`src/rtl/sabitler_pkg.sv`:
```
// Shared constants and enums for the divider.
// Latency: none (declarations only).
// Backpressure: not applicable.
package sabitler_pkg;

    localparam int SOZCUK_GENISLIGI            = 32;
    localparam int BOLME_HER_CEVRIM_BIT_SAYISI = 1;

    typedef enum logic [1:0] {
        ISLEM_DIV  = 2'b00,
        ISLEM_DIVU = 2'b01,
        ISLEM_REM  = 2'b10,
        ISLEM_REMU = 2'b11
    } bolme_islem_t;

    typedef enum logic [1:0] {
        BOSTA   = 2'd0,
        HESAPLA = 2'd1,
        DUZELT  = 2'd2,
        SONUC   = 2'd3
    } bolme_durum_t;

endpackage

```
`src/rtl/bolme_adimi.sv`:
```
// One restoring shift-subtract step: shifts the next dividend bit into the partial remainder.
// Latency: purely combinational.
// Backpressure: none; the parent decides when the result is registered.
module bolme_adimi
    import sabitler_pkg::*;
#(
    parameter int VERI_GENISLIGI = SOZCUK_GENISLIGI
)(
    input  logic [VERI_GENISLIGI:0]   i_kalan,
    input  logic [VERI_GENISLIGI-1:0] i_bolum,
    input  logic [VERI_GENISLIGI-1:0] i_bolen,
    output logic [VERI_GENISLIGI:0]   o_kalan,
    output logic [VERI_GENISLIGI-1:0] o_bolum
);

    localparam int GENIS = VERI_GENISLIGI + 2;
    localparam int KALAN_W = VERI_GENISLIGI + 1;

    logic [GENIS-1:0] w_kaydirilmis;
    logic [GENIS-1:0] w_fark;
    logic             w_sigar;

    // Shift in the dividend MSB, subtract the divisor if it fits, record the quotient bit.
    // An extra top bit keeps the comparison safe for any partial remainder value.
    always_comb begin
        w_kaydirilmis = {i_kalan, i_bolum[VERI_GENISLIGI-1]};
        w_fark        = w_kaydirilmis - {2'b00, i_bolen};
        w_sigar       = (w_kaydirilmis >= {2'b00, i_bolen});
        o_kalan       = KALAN_W'(w_sigar ? w_fark : w_kaydirilmis);
        o_bolum       = {i_bolum[VERI_GENISLIGI-2:0], w_sigar};
    end

endmodule

```
`src/rtl/bolme_birimi.sv`:
```
// Iterative restoring divider for DIV/DIVU/REM/REMU with valid/ready handshakes on request and result.
// Latency: N+2 cycles (N = width / bits per cycle); divide-by-zero and signed overflow take 1 cycle.
// Backpressure: result holds in SONUC until sonuc_hazir_i; no request is accepted outside BOSTA.
module bolme_birimi
    import sabitler_pkg::*;
#(
    parameter int VERI_GENISLIGI = SOZCUK_GENISLIGI,
    parameter int HER_CEVRIM_BIT = BOLME_HER_CEVRIM_BIT_SAYISI
)(
    input  logic                      clk_i,
    input  logic                      rst_i,
    input  logic                      istek_gecerli_i,
    output logic                      istek_hazir_o,
    input  logic [1:0]                islem_i,
    input  logic [VERI_GENISLIGI-1:0] bolunen_i,
    input  logic [VERI_GENISLIGI-1:0] bolen_i,
    input  logic                      iptal_i,
    output logic                      sonuc_gecerli_o,
    input  logic                      sonuc_hazir_i,
    output logic [VERI_GENISLIGI-1:0] sonuc_o
);

    localparam int N       = VERI_GENISLIGI / HER_CEVRIM_BIT;
    localparam int SAYAC_W = $clog2(N) + 1;
    localparam logic [SAYAC_W-1:0]        SAYAC_SON  = SAYAC_W'(N - 1);
    localparam logic [SAYAC_W-1:0]        SAYAC_BIR  = SAYAC_W'(1);
    localparam logic [VERI_GENISLIGI-1:0] BIR        = VERI_GENISLIGI'(1);
    localparam logic [VERI_GENISLIGI-1:0] TUM_BIR    = '1;
    localparam logic [VERI_GENISLIGI-1:0] EN_NEGATIF = {1'b1, {(VERI_GENISLIGI-1){1'b0}}};

    if ((VERI_GENISLIGI % HER_CEVRIM_BIT) != 0) begin : g_gecersiz_parametre
        $error("HER_CEVRIM_BIT must divide VERI_GENISLIGI exactly");
    end

    bolme_durum_t                  r_durum;
    bolme_durum_t                  w_sonraki_durum;
    logic [SAYAC_W-1:0]            r_sayac;
    logic [VERI_GENISLIGI:0]       r_kalan;
    logic [VERI_GENISLIGI-1:0]     r_bolum;
    logic [VERI_GENISLIGI-1:0]     r_bolen;
    bolme_islem_t                  r_islem;
    logic                          r_bolunen_isaret;
    logic                          r_bolen_isaret;
    logic                          r_sonuc_gecerli;
    logic [VERI_GENISLIGI-1:0]     r_sonuc;

    bolme_islem_t                  w_islem;
    logic                          w_isaretli;
    logic                          w_bolum_mu;
    logic                          w_sifira_bolme;
    logic                          w_tasma;
    logic [VERI_GENISLIGI-1:0]     w_bolunen_mutlak;
    logic [VERI_GENISLIGI-1:0]     w_bolen_mutlak;
    logic                          w_r_isaretli;
    logic [VERI_GENISLIGI-1:0]     w_bolum_duz;
    logic [VERI_GENISLIGI-1:0]     w_kalan_duz;
    logic [VERI_GENISLIGI-1:0]     w_duz_sonuc;
    logic [HER_CEVRIM_BIT:0][VERI_GENISLIGI:0]   w_kalan_zincir;
    logic [HER_CEVRIM_BIT:0][VERI_GENISLIGI-1:0] w_bolum_zincir;

    assign sonuc_gecerli_o = r_sonuc_gecerli;
    assign sonuc_o         = r_sonuc;

    // Decode the incoming request: signedness, special cases and operand magnitudes.
    always_comb begin
        w_islem          = bolme_islem_t'(islem_i);
        w_isaretli       = (w_islem == ISLEM_DIV) || (w_islem == ISLEM_REM);
        w_bolum_mu       = (w_islem == ISLEM_DIV) || (w_islem == ISLEM_DIVU);
        w_sifira_bolme   = (bolen_i == '0);
        w_tasma          = w_isaretli && (bolunen_i == EN_NEGATIF) && (bolen_i == TUM_BIR);
        w_bolunen_mutlak = (w_isaretli && bolunen_i[VERI_GENISLIGI-1]) ? (~bolunen_i + BIR) : bolunen_i;
        w_bolen_mutlak   = (w_isaretli && bolen_i[VERI_GENISLIGI-1])   ? (~bolen_i + BIR)   : bolen_i;
    end

    // Chain of restoring steps evaluated within one HESAPLA cycle.
    assign w_kalan_zincir[0] = r_kalan;
    assign w_bolum_zincir[0] = r_bolum;
    for (genvar g = 0; g < HER_CEVRIM_BIT; g++) begin : g_adim
        bolme_adimi #(.VERI_GENISLIGI(VERI_GENISLIGI)) u_adim (
            .i_kalan (w_kalan_zincir[g]),
            .i_bolum (w_bolum_zincir[g]),
            .i_bolen (r_bolen),
            .o_kalan (w_kalan_zincir[g+1]),
            .o_bolum (w_bolum_zincir[g+1])
        );
    end

    // Sign correction of the unsigned magnitudes and selection of quotient or remainder.
    always_comb begin
        w_r_isaretli = (r_islem == ISLEM_DIV) || (r_islem == ISLEM_REM);
        w_bolum_duz  = r_bolum;
        w_kalan_duz  = r_kalan[VERI_GENISLIGI-1:0];
        if (w_r_isaretli && (r_bolunen_isaret ^ r_bolen_isaret)) begin
            w_bolum_duz = ~r_bolum + BIR;
        end
        if (w_r_isaretli && r_bolunen_isaret) begin
            w_kalan_duz = ~r_kalan[VERI_GENISLIGI-1:0] + BIR;
        end
        w_duz_sonuc = ((r_islem == ISLEM_DIV) || (r_islem == ISLEM_DIVU)) ? w_bolum_duz : w_kalan_duz;
    end

    // Next-state logic and request ready; flush overrides every transition.
    always_comb begin
        w_sonraki_durum = r_durum;
        istek_hazir_o   = (r_durum == BOSTA) && !rst_i && !iptal_i;
        case (r_durum)
            BOSTA: begin
                if (istek_gecerli_i) begin
                    w_sonraki_durum = (w_sifira_bolme || w_tasma) ? SONUC : HESAPLA;
                end
            end
            HESAPLA: begin
                if (r_sayac == SAYAC_SON) begin
                    w_sonraki_durum = DUZELT;
                end
            end
            DUZELT:  w_sonraki_durum = SONUC;
            SONUC: begin
                if (sonuc_hazir_i) begin
                    w_sonraki_durum = BOSTA;
                end
            end
            default: w_sonraki_durum = BOSTA;
        endcase
        if (iptal_i) begin
            w_sonraki_durum = BOSTA;
        end
    end

    // State register.
    always_ff @(posedge clk_i) begin
        if (rst_i) begin
            r_durum <= BOSTA;
        end else begin
            r_durum <= w_sonraki_durum;
        end
    end

    // Datapath: operand capture, iteration, sign fix-up and result hold/clear.
    always_ff @(posedge clk_i) begin
        if (rst_i) begin
            r_sayac          <= '0;
            r_kalan          <= '0;
            r_bolum          <= '0;
            r_bolen          <= '0;
            r_islem          <= ISLEM_DIV;
            r_bolunen_isaret <= 1'b0;
            r_bolen_isaret   <= 1'b0;
            r_sonuc_gecerli  <= 1'b0;
            r_sonuc          <= '0;
        end else if (iptal_i) begin
            r_sayac          <= '0;
            r_sonuc_gecerli  <= 1'b0;
            r_sonuc          <= '0;
        end else begin
            case (r_durum)
                BOSTA: begin
                    if (istek_gecerli_i) begin
                        r_sayac          <= '0;
                        r_kalan          <= '0;
                        r_bolum          <= w_bolunen_mutlak;
                        r_bolen          <= w_bolen_mutlak;
                        r_islem          <= w_islem;
                        r_bolunen_isaret <= bolunen_i[VERI_GENISLIGI-1];
                        r_bolen_isaret   <= bolen_i[VERI_GENISLIGI-1];
                        if (w_sifira_bolme) begin
                            r_sonuc_gecerli <= 1'b1;
                            r_sonuc         <= w_bolum_mu ? TUM_BIR : bolunen_i;
                        end else if (w_tasma) begin
                            r_sonuc_gecerli <= 1'b1;
                            r_sonuc         <= w_bolum_mu ? bolunen_i : '0;
                        end
                    end
                end
                HESAPLA: begin
                    r_kalan <= w_kalan_zincir[HER_CEVRIM_BIT];
                    r_bolum <= w_bolum_zincir[HER_CEVRIM_BIT];
                    r_sayac <= r_sayac + SAYAC_BIR;
                end
                DUZELT: begin
                    r_sonuc_gecerli <= 1'b1;
                    r_sonuc         <= w_duz_sonuc;
                end
                SONUC: begin
                    if (sonuc_hazir_i) begin
                        r_sonuc_gecerli <= 1'b0;
                        r_sonuc         <= '0;
                    end
                end
                default: ;
            endcase
        end
    end

endmodule
```
`config.mk`:
```
export PLATFORM = sky130hd
export DESIGN_NAME = bolme_birimi
export DESIGN_NICKNAME = d
export VERILOG_FILES = /design/src/rtl/sabitler_pkg.sv /design/src/rtl/bolme_adimi.sv /design/src/rtl/bolme_birimi.sv
export SDC_FILE = /design/constraint.sdc
export NUM_CORES = 1
export LEC_CHECK = 0
export ABC_AREA = 1
export CAP_MARGIN = 5
export CORE_UTILIZATION = 50
export DETAILED_ROUTE_END_ITERATION = 6
export PLACE_DENSITY = 0.7
export SLEW_MARGIN = 15
export SYNTH_ARGS = -nofsm -noshare
export SYNTH_HDL_FRONTEND = slang
export SYNTH_SLANG_ARGS = --single-unit
```
`constraint.sdc`:
```
create_clock -name clk_i -period 3.19 [get_ports clk_i]
set_clock_uncertainty 0.2 [all_clocks]
set_input_delay 0.319 -clock clk_i [delete_from_list [all_inputs] [get_ports clk_i]]
set_output_delay 0.319 -clock clk_i [all_outputs]
set_load 0.005 [all_outputs]
```
# ---- After elaboration in Yosys (flattened, before gate mapping)
# Cells that the tools add are included.
dict set report word_totals {
  n_memories 0
  output_inout_bits 34
  ram_bits 0
  reg_bits 142
  latch_bits 0
  in_bits 71
  wordCells 93
  romBits 0
}
dict set report classes {
  div_mod_pow 0
  n_addsub 6
  n_bitwise 6
  n_reduce_logical 27
  multipliers 0
  eq_ne 14
  mux 29
  shift 0
  order_cmp 1
}
# op n
set ops {}
lappend ops {{$mux W32} 12}
lappend ops {{$add A32 B1 Y32 const B} 4}
lappend ops {{$not A32 Y32} 4}
lappend ops {{$pmux W32 S3} 1}
lappend ops {{$mux W33} 2}
lappend ops {{$pmux W33 S2} 1}
lappend ops {{$eq A32 B32 Y1 const B} 2}
lappend ops {{$pmux W32 S2} 1}
lappend ops {{$ge A34 B32 Y1} 1}
lappend ops {{$sub A33 B32 Y33} 1}
lappend ops {{$logic_not A32 Y1} 1}
lappend ops {{$pmux W6 S2} 1}
lappend ops {{$reduce_and A3 Y1} 3}
lappend ops {{$eq A2 B2 Y1 const B} 4}
lappend ops {{$logic_and A1 B1 Y1} 8}
lappend ops {{$mux W2} 4}
lappend ops {{$pmux W2 S4} 1}
lappend ops {{$add A6 B1 Y6 const B} 1}
lappend ops {{$eq A2 B1 Y1 const B} 3}
lappend ops {{$eq A6 B5 Y1 const B} 1}
lappend ops {{$logic_not A2 Y1} 3}
lappend ops {{$mux W6} 1}
lappend ops {{$ne A2 B2 Y1 const B} 3}
lappend ops {{$logic_or A1 B1 Y1} 5}
lappend ops {{other kinds (11)} 15}

# ---- Longest topological paths before layout
dict set report logic_depth {
  ltp_word 8
  mapped_depth 17
  mapped_depth_nobuf 16
}

# ---- By module
# From an unflattened synthesis, not the netlist that was laid out.
dict set report hier_totals {
  hier_cells 2572
  area_unflattened_um2 14116.0
}
# module area_each_um2 cells_per_inst seq_area_each_um2 instances
set by_module_without_submodules {}
lappend by_module_without_submodules {bolme_birimi 10597.7 1843 2842.7 1}
lappend by_module_without_submodules {bolme_adimi 3518.4 729 0.0 1}

# ---- Worst setup path before layout
# OpenSTA, ideal clock, no wires.
dict set report synth_timing {
  path_kind {reg-to-reg}
  start {reg r_bolum[31]}
  end {reg r_kalan[28]}
  arrival_time_ps 1894
  path_buffers 1
  path_stages_with_launch 16
  path_slack_ps 964
  required_time_ps 2858
  setup_time_ps 132
  synth_period_minus_slack_ps 2226
  path_cell_list {dfxtp_1 > inv_1 > ha_1 > inv_1 > fa_1 > nand3_1 > nand3_2 > nand2_1 > nand2_1 > nand2_2 > buf_2 > nand3_1 > nand2_1 > clkinv_1 > nand2_1 > a21oi_1}
}
dict set report synth_via {
  elab_chain_cells 3
  elab_cells_between_ends 4
  cone_classes {add/sub: 1; order compare: 1; mux: 2}
}
# item line_no
set synth_rtl {}
lappend synth_rtl {{start: declaration} bolme_birimi.sv:39} ;# logic [VERI_GENISLIGI-1:0] r_bolum;
lappend synth_rtl {{start signal: assignment} bolme_birimi.sv:161} ;# r_bolum <= w_bolunen_mutlak;
lappend synth_rtl {{start signal: assignment} bolme_birimi.sv:177} ;# r_bolum <= w_bolum_zincir[HER_CEVRIM_BIT];
lappend synth_rtl {{$sub A33 B32 Y33 or $ge A34 B32 Y1 (tied branches)} {bolme_adimi.sv:27, bolme_adimi.sv:28}}
lappend synth_rtl {{$mux W33 *} bolme_adimi.sv:29} ;# o_kalan = KALAN_W'(w_sigar ? w_fark : w_kaydirilmis);
lappend synth_rtl {{$pmux W33 S2 *} bolme_birimi.sv:156} ;# case (r_durum)
lappend synth_rtl {{end signal: assignment} bolme_birimi.sv:176} ;# r_kalan <= w_kalan_zincir[HER_CEVRIM_BIT];
lappend synth_rtl {{end: declaration} bolme_birimi.sv:38} ;# logic [VERI_GENISLIGI:0] r_kalan;
# Every way passes the cells marked *; elsewhere a longest branch is shown, timed or not.
# A chain may end at the register's enable or synchronous reset.

# ---- Worst setup path in the final report
dict set report layout_timing {
  start {reg r_bolen[20]}
  end {reg r_kalan[2]}
}
dict set report layout_via {
  elab_chain_cells 3
}
# item line_no
set layout_rtl {}
lappend layout_rtl {{start: declaration} bolme_birimi.sv:40} ;# logic [VERI_GENISLIGI-1:0] r_bolen;
lappend layout_rtl {{start signal: assignment} bolme_birimi.sv:162} ;# r_bolen <= w_bolen_mutlak;
lappend layout_rtl {{$ge A34 B32 Y1} bolme_adimi.sv:28} ;# w_sigar = (w_kaydirilmis >= {2'b00, i_bolen});
lappend layout_rtl {{$mux W33} bolme_adimi.sv:29}
lappend layout_rtl {{$pmux W33 S2} bolme_birimi.sv:156}
# No other way between the ends.

==> results.md <==
- Status: complete, but fails checks
- Violated checks: DRC
- GR Overflow Total: 0
- Worst-Margin Slew: around 890 ps
- Longest Clk Path Bufs: 2
- Max VDD drop: between 0.3 and 0.4 mV
- DR WL/cell: 16.79 um
- Row Count: a little under 60
- CORE AREA: ~0.026 mm2
- Die width: around 170 um
- Vias: ~16000
- Finish-stage setup viols: 0
- Placer congestion estimate: 1.011
- GRT Total Usage: 34.91%
- I/O Pins: approximately 110
- Drt first pass iters: 7
- Mean Syn Cell Area: 5.555 um2
- Clock Tree Root: clkbuf_16
- Max Slew Vio Count: 0
- Ys Warns: 0
- Seq pwr share: approximately 33%
- Ys async rst share: 0%
- Pin count of the biggest net entering global routing: 75
- PortBufs: around 100
- Die height: between 150 and 200 um
- Clk sinks: between 100 and 150
- Clk_lat worst skew: ~440 ps
- Worst Path Max Fanout: 24
- Fraction of layout cells with a size suffix above 1: ~4.7%
- NetSw: between 2000 and 2500 uW
- Antenna Cells: 0
- Share of total power in the clock network: between 30% and 40%
- CP startpoint kind: flop
- TritonCTS buffer count: 17
- Unrepaired setup endpoints after global routing: no
- Synthesized Nets: 2508
- Register Area: between 0.002 and 0.003 mm2
- Antenna viol nets, final: 0
- Vias in the first global route: approximately 14000
- Initial antenna violation count: 0
- Reg clk slew, reported paths: around 70 ps
- DRT iter0 DRCs: ~1700
- Netlist Area Pre-Place: around 0.013 mm2
- Setup CP Type: flop to flop
- Fillers: 2724
- Nets: between 2000 and 3000
- Setup ws final: 300.2 ps
- Final core occ: 58.51%
- Synth Flop Type: dfxtp_1
- Cell Int Power: 3607 uW
- First-pass GRT wire length: ~74000 um
- H-tree depth: 4
- Max-cap violations: 0
- Via density: between 5 and 6
- Drt total wl: approximately 47000 um
- Post-Syn Instances: roughly 2400
- Post-cts sizing count: 0
- Relative slew slack: 40.61%
- Post-CTS Repair Setup Buffers: 0
- Max Clk Rate: between 0.3 and 0.4 GHz
- Initial core utilization: between 50% and 60%
- DRC Markers: 1
- Sw Share: between 30% and 40%
- Area delta synth->final: 14.69%
- Crit share post-route: between 90% and 100%
- Final hold vios: 0
- Final critical-path required period: ~2900 ps
- HP Class: input port to flop
- Multi-input gate area: between 0.008 and 0.009 mm2
- CP arrival: approximately 3000 ps
- PwrDens: 387.2 mW/mm2
- Pre-CTS WS: 233.7 ps
- Worst EP required: approximately 3300 ps
- Combinational power share: between 30 and 40%
- Crit end category: flop
- Fin Setup TNS: 0 ps
- CTS tree: yes
- Hold Buf Count CTS: 0
- Die Area: about 0.027 mm2
- Static leakage power: ~0.0074 uW
- Seq cells post-synth: between 100 and 150
- Post-synth EDFFs: 0
- Seq/Total Area, Yosys: between 20% and 30%
- Cell variety after synth: 47
- Post-DP HPWL: 36560 um
[power by group through the flow]
| stage | registers, uW | clock network (uW) | logic (uW) |
|---|---|---|---|
| after global placement | 1960 | 0 | 1860 |
| after floorplan | 1950 | 0 | 1270 |
| final | 1930 | 2040 | 1930 |
| after CTS | 1930 | 2040 | 1880 |
| after global routing | 1940 | 2130 | 2130 |
| after detailed placement | 1970 | 0 | 1870 |
[through the flow]
stage | instance area, um2 | instances | hold WS, ps | power (uW)
finish | 15250 | 2811 | 102.9 | 5904
global route | 15250 | 2811 | 150.1 | 6197
CTS | 15250 | 2811 | 95.68 | 5850
detailed placement | 14670 | 2779 | 259.0 | 3836
global placement | 14670 | 2779 | 253.9 | 3820
floorplan | 13290 | 2393 | 242.4 | 3219
[layout make-up]
class | instances | share of cell area, %
sequential | 142 | 18.64
clock buffer | 18 | 2.815
inverter | 341 | 8.403
timing repair buffer | 144 | 9.010
multi-input combinational | 1817 | 57.40
tap | 335 | 2.749
clock inverter | 14 | 0.9765
[cell usage in the layout, fill, tap and decap left out, types with 3 or more instances in the layout]
cell | netlist | final
buf_12 | 0 | 3
o21bai_1 | 3 | 3
and3_1 | 3 | 3
and2_1 | 5 | 5
ha_1 | 43 | 43
a21oi_2 | 7 | 7
o211ai_1 | 28 | 28
nand3_1 | 276 | 276
xor2_1 | 23 | 23
clkinv_1 | 7 | 7
a21oi_1 | 209 | 209
nand2_2 | 6 | 6
a31oi_1 | 4 | 4
nor4_1 | 3 | 3
nand3b_1 | 11 | 11
o21ai_0 | 132 | 132
o31ai_1 | 3 | 3
dfxtp_1 | 142 | 142
xnor2_1 | 16 | 16
inv_1 | 322 | 322
nand2_1 | 690 | 690
clkdlybuf4s50_1 | 0 | 103
nor2_4 | 4 | 6
inv_6 | 0 | 7
o221ai_1 | 5 | 5
o21ai_1 | 21 | 21
inv_2 | 11 | 11
buf_4 | 4 | 37
nor3_1 | 24 | 24
nor2_1 | 240 | 238
nor2_2 | 8 | 8
nand3_2 | 4 | 4
nand4_1 | 35 | 35
clkbuf_16 | 0 | 17
[path summary, 6_finish.rpt]
path,start,end,slack [ps],cells past startpoint
setup / recovery,r_bolen[20]$_SDFFE_PP0P_,r_kalan[2]$_SDFFE_PP0P_,300,12
hold / removal,rst_i,r_bolen[3]$_SDFFE_PP0P_,100,4
setup reg to reg,r_bolen[20]$_SDFFE_PP0P_,r_kalan[2]$_SDFFE_PP0P_,300,12
hold reg to reg,r_kalan[32]$_SDFFE_PP0P_,r_kalan[32]$_SDFFE_PP0P_,270,2
[flip-flops by register name (all words and copies together), names as in the netlist]
| name | flops |
|---|---|
| r_kalan | 33 |
| r_bolen | 32 |
| r_bolum | 32 |
| sonuc_o | 32 |
| r_sayac | 6 |
| r_durum | 2 |
| r_islem | 2 |
| r_bolen_isaret | 1 |
| r_bolunen_isaret | 1 |
| sonuc_gecerli_o | 1 |
[kinds of logic (layout without fill, tap and decap cells)]
family | after synthesis | after routing | share of synthesized area, %
compound gates | 421 | 421 | 17.05
xor+xnor | 39 | 39 | 2.569
fa+ha+maj | 44 | 44 | 4.198
buf+inv | 434 | 517 | 12.89
flops | 142 | 142 | 21.38
simple gates | 1313 | 1313 | 41.90
[cell usage after synthesis (all sizes together) (16+ instances only)]
master,number,share of area (%)
o21ai,153,5.8
clkbuf,46,1.3
nand2,696,20
nand4,35,1.6
inv,333,9.4
xor2,23,1.5
nand3,280,11
nor2,252,7.5
o211ai,28,1.6
dfxtp,142,21
xnor2,16,1.1
ha,43,4.0
buf,47,2.0
a21oi,216,8.3
nor3,25,0.98
[critical path, cell delays in order, from the launching register on]
cell and delay, ps:
dfxtp_1 340, inv_1 90, ha_1 430, nand2_1 150, nor2_1 270, nand2_1 140
nor4_2 210, nand2_2 220, nand2_2 250, buf_12 210, o21ai_0 100, nand3_1 70
a21oi_1 60
[layer usage]
| layer | global-route usage, % | routed length (um) | vias to the layer above |
|---|---|---|---|
| li1 | - | - | 7868 |
| met1 | 50.96 | 21660 | 7198 |
| met2 | 52.34 | 20170 | 722 |
| met3 | 5.994 | 4321 | 81 |
| met4 | 9.174 | 1025 | 0 |
| met5 | 0 | 0 | - |
Note: power is estimated with default switching activity, not from simulation.
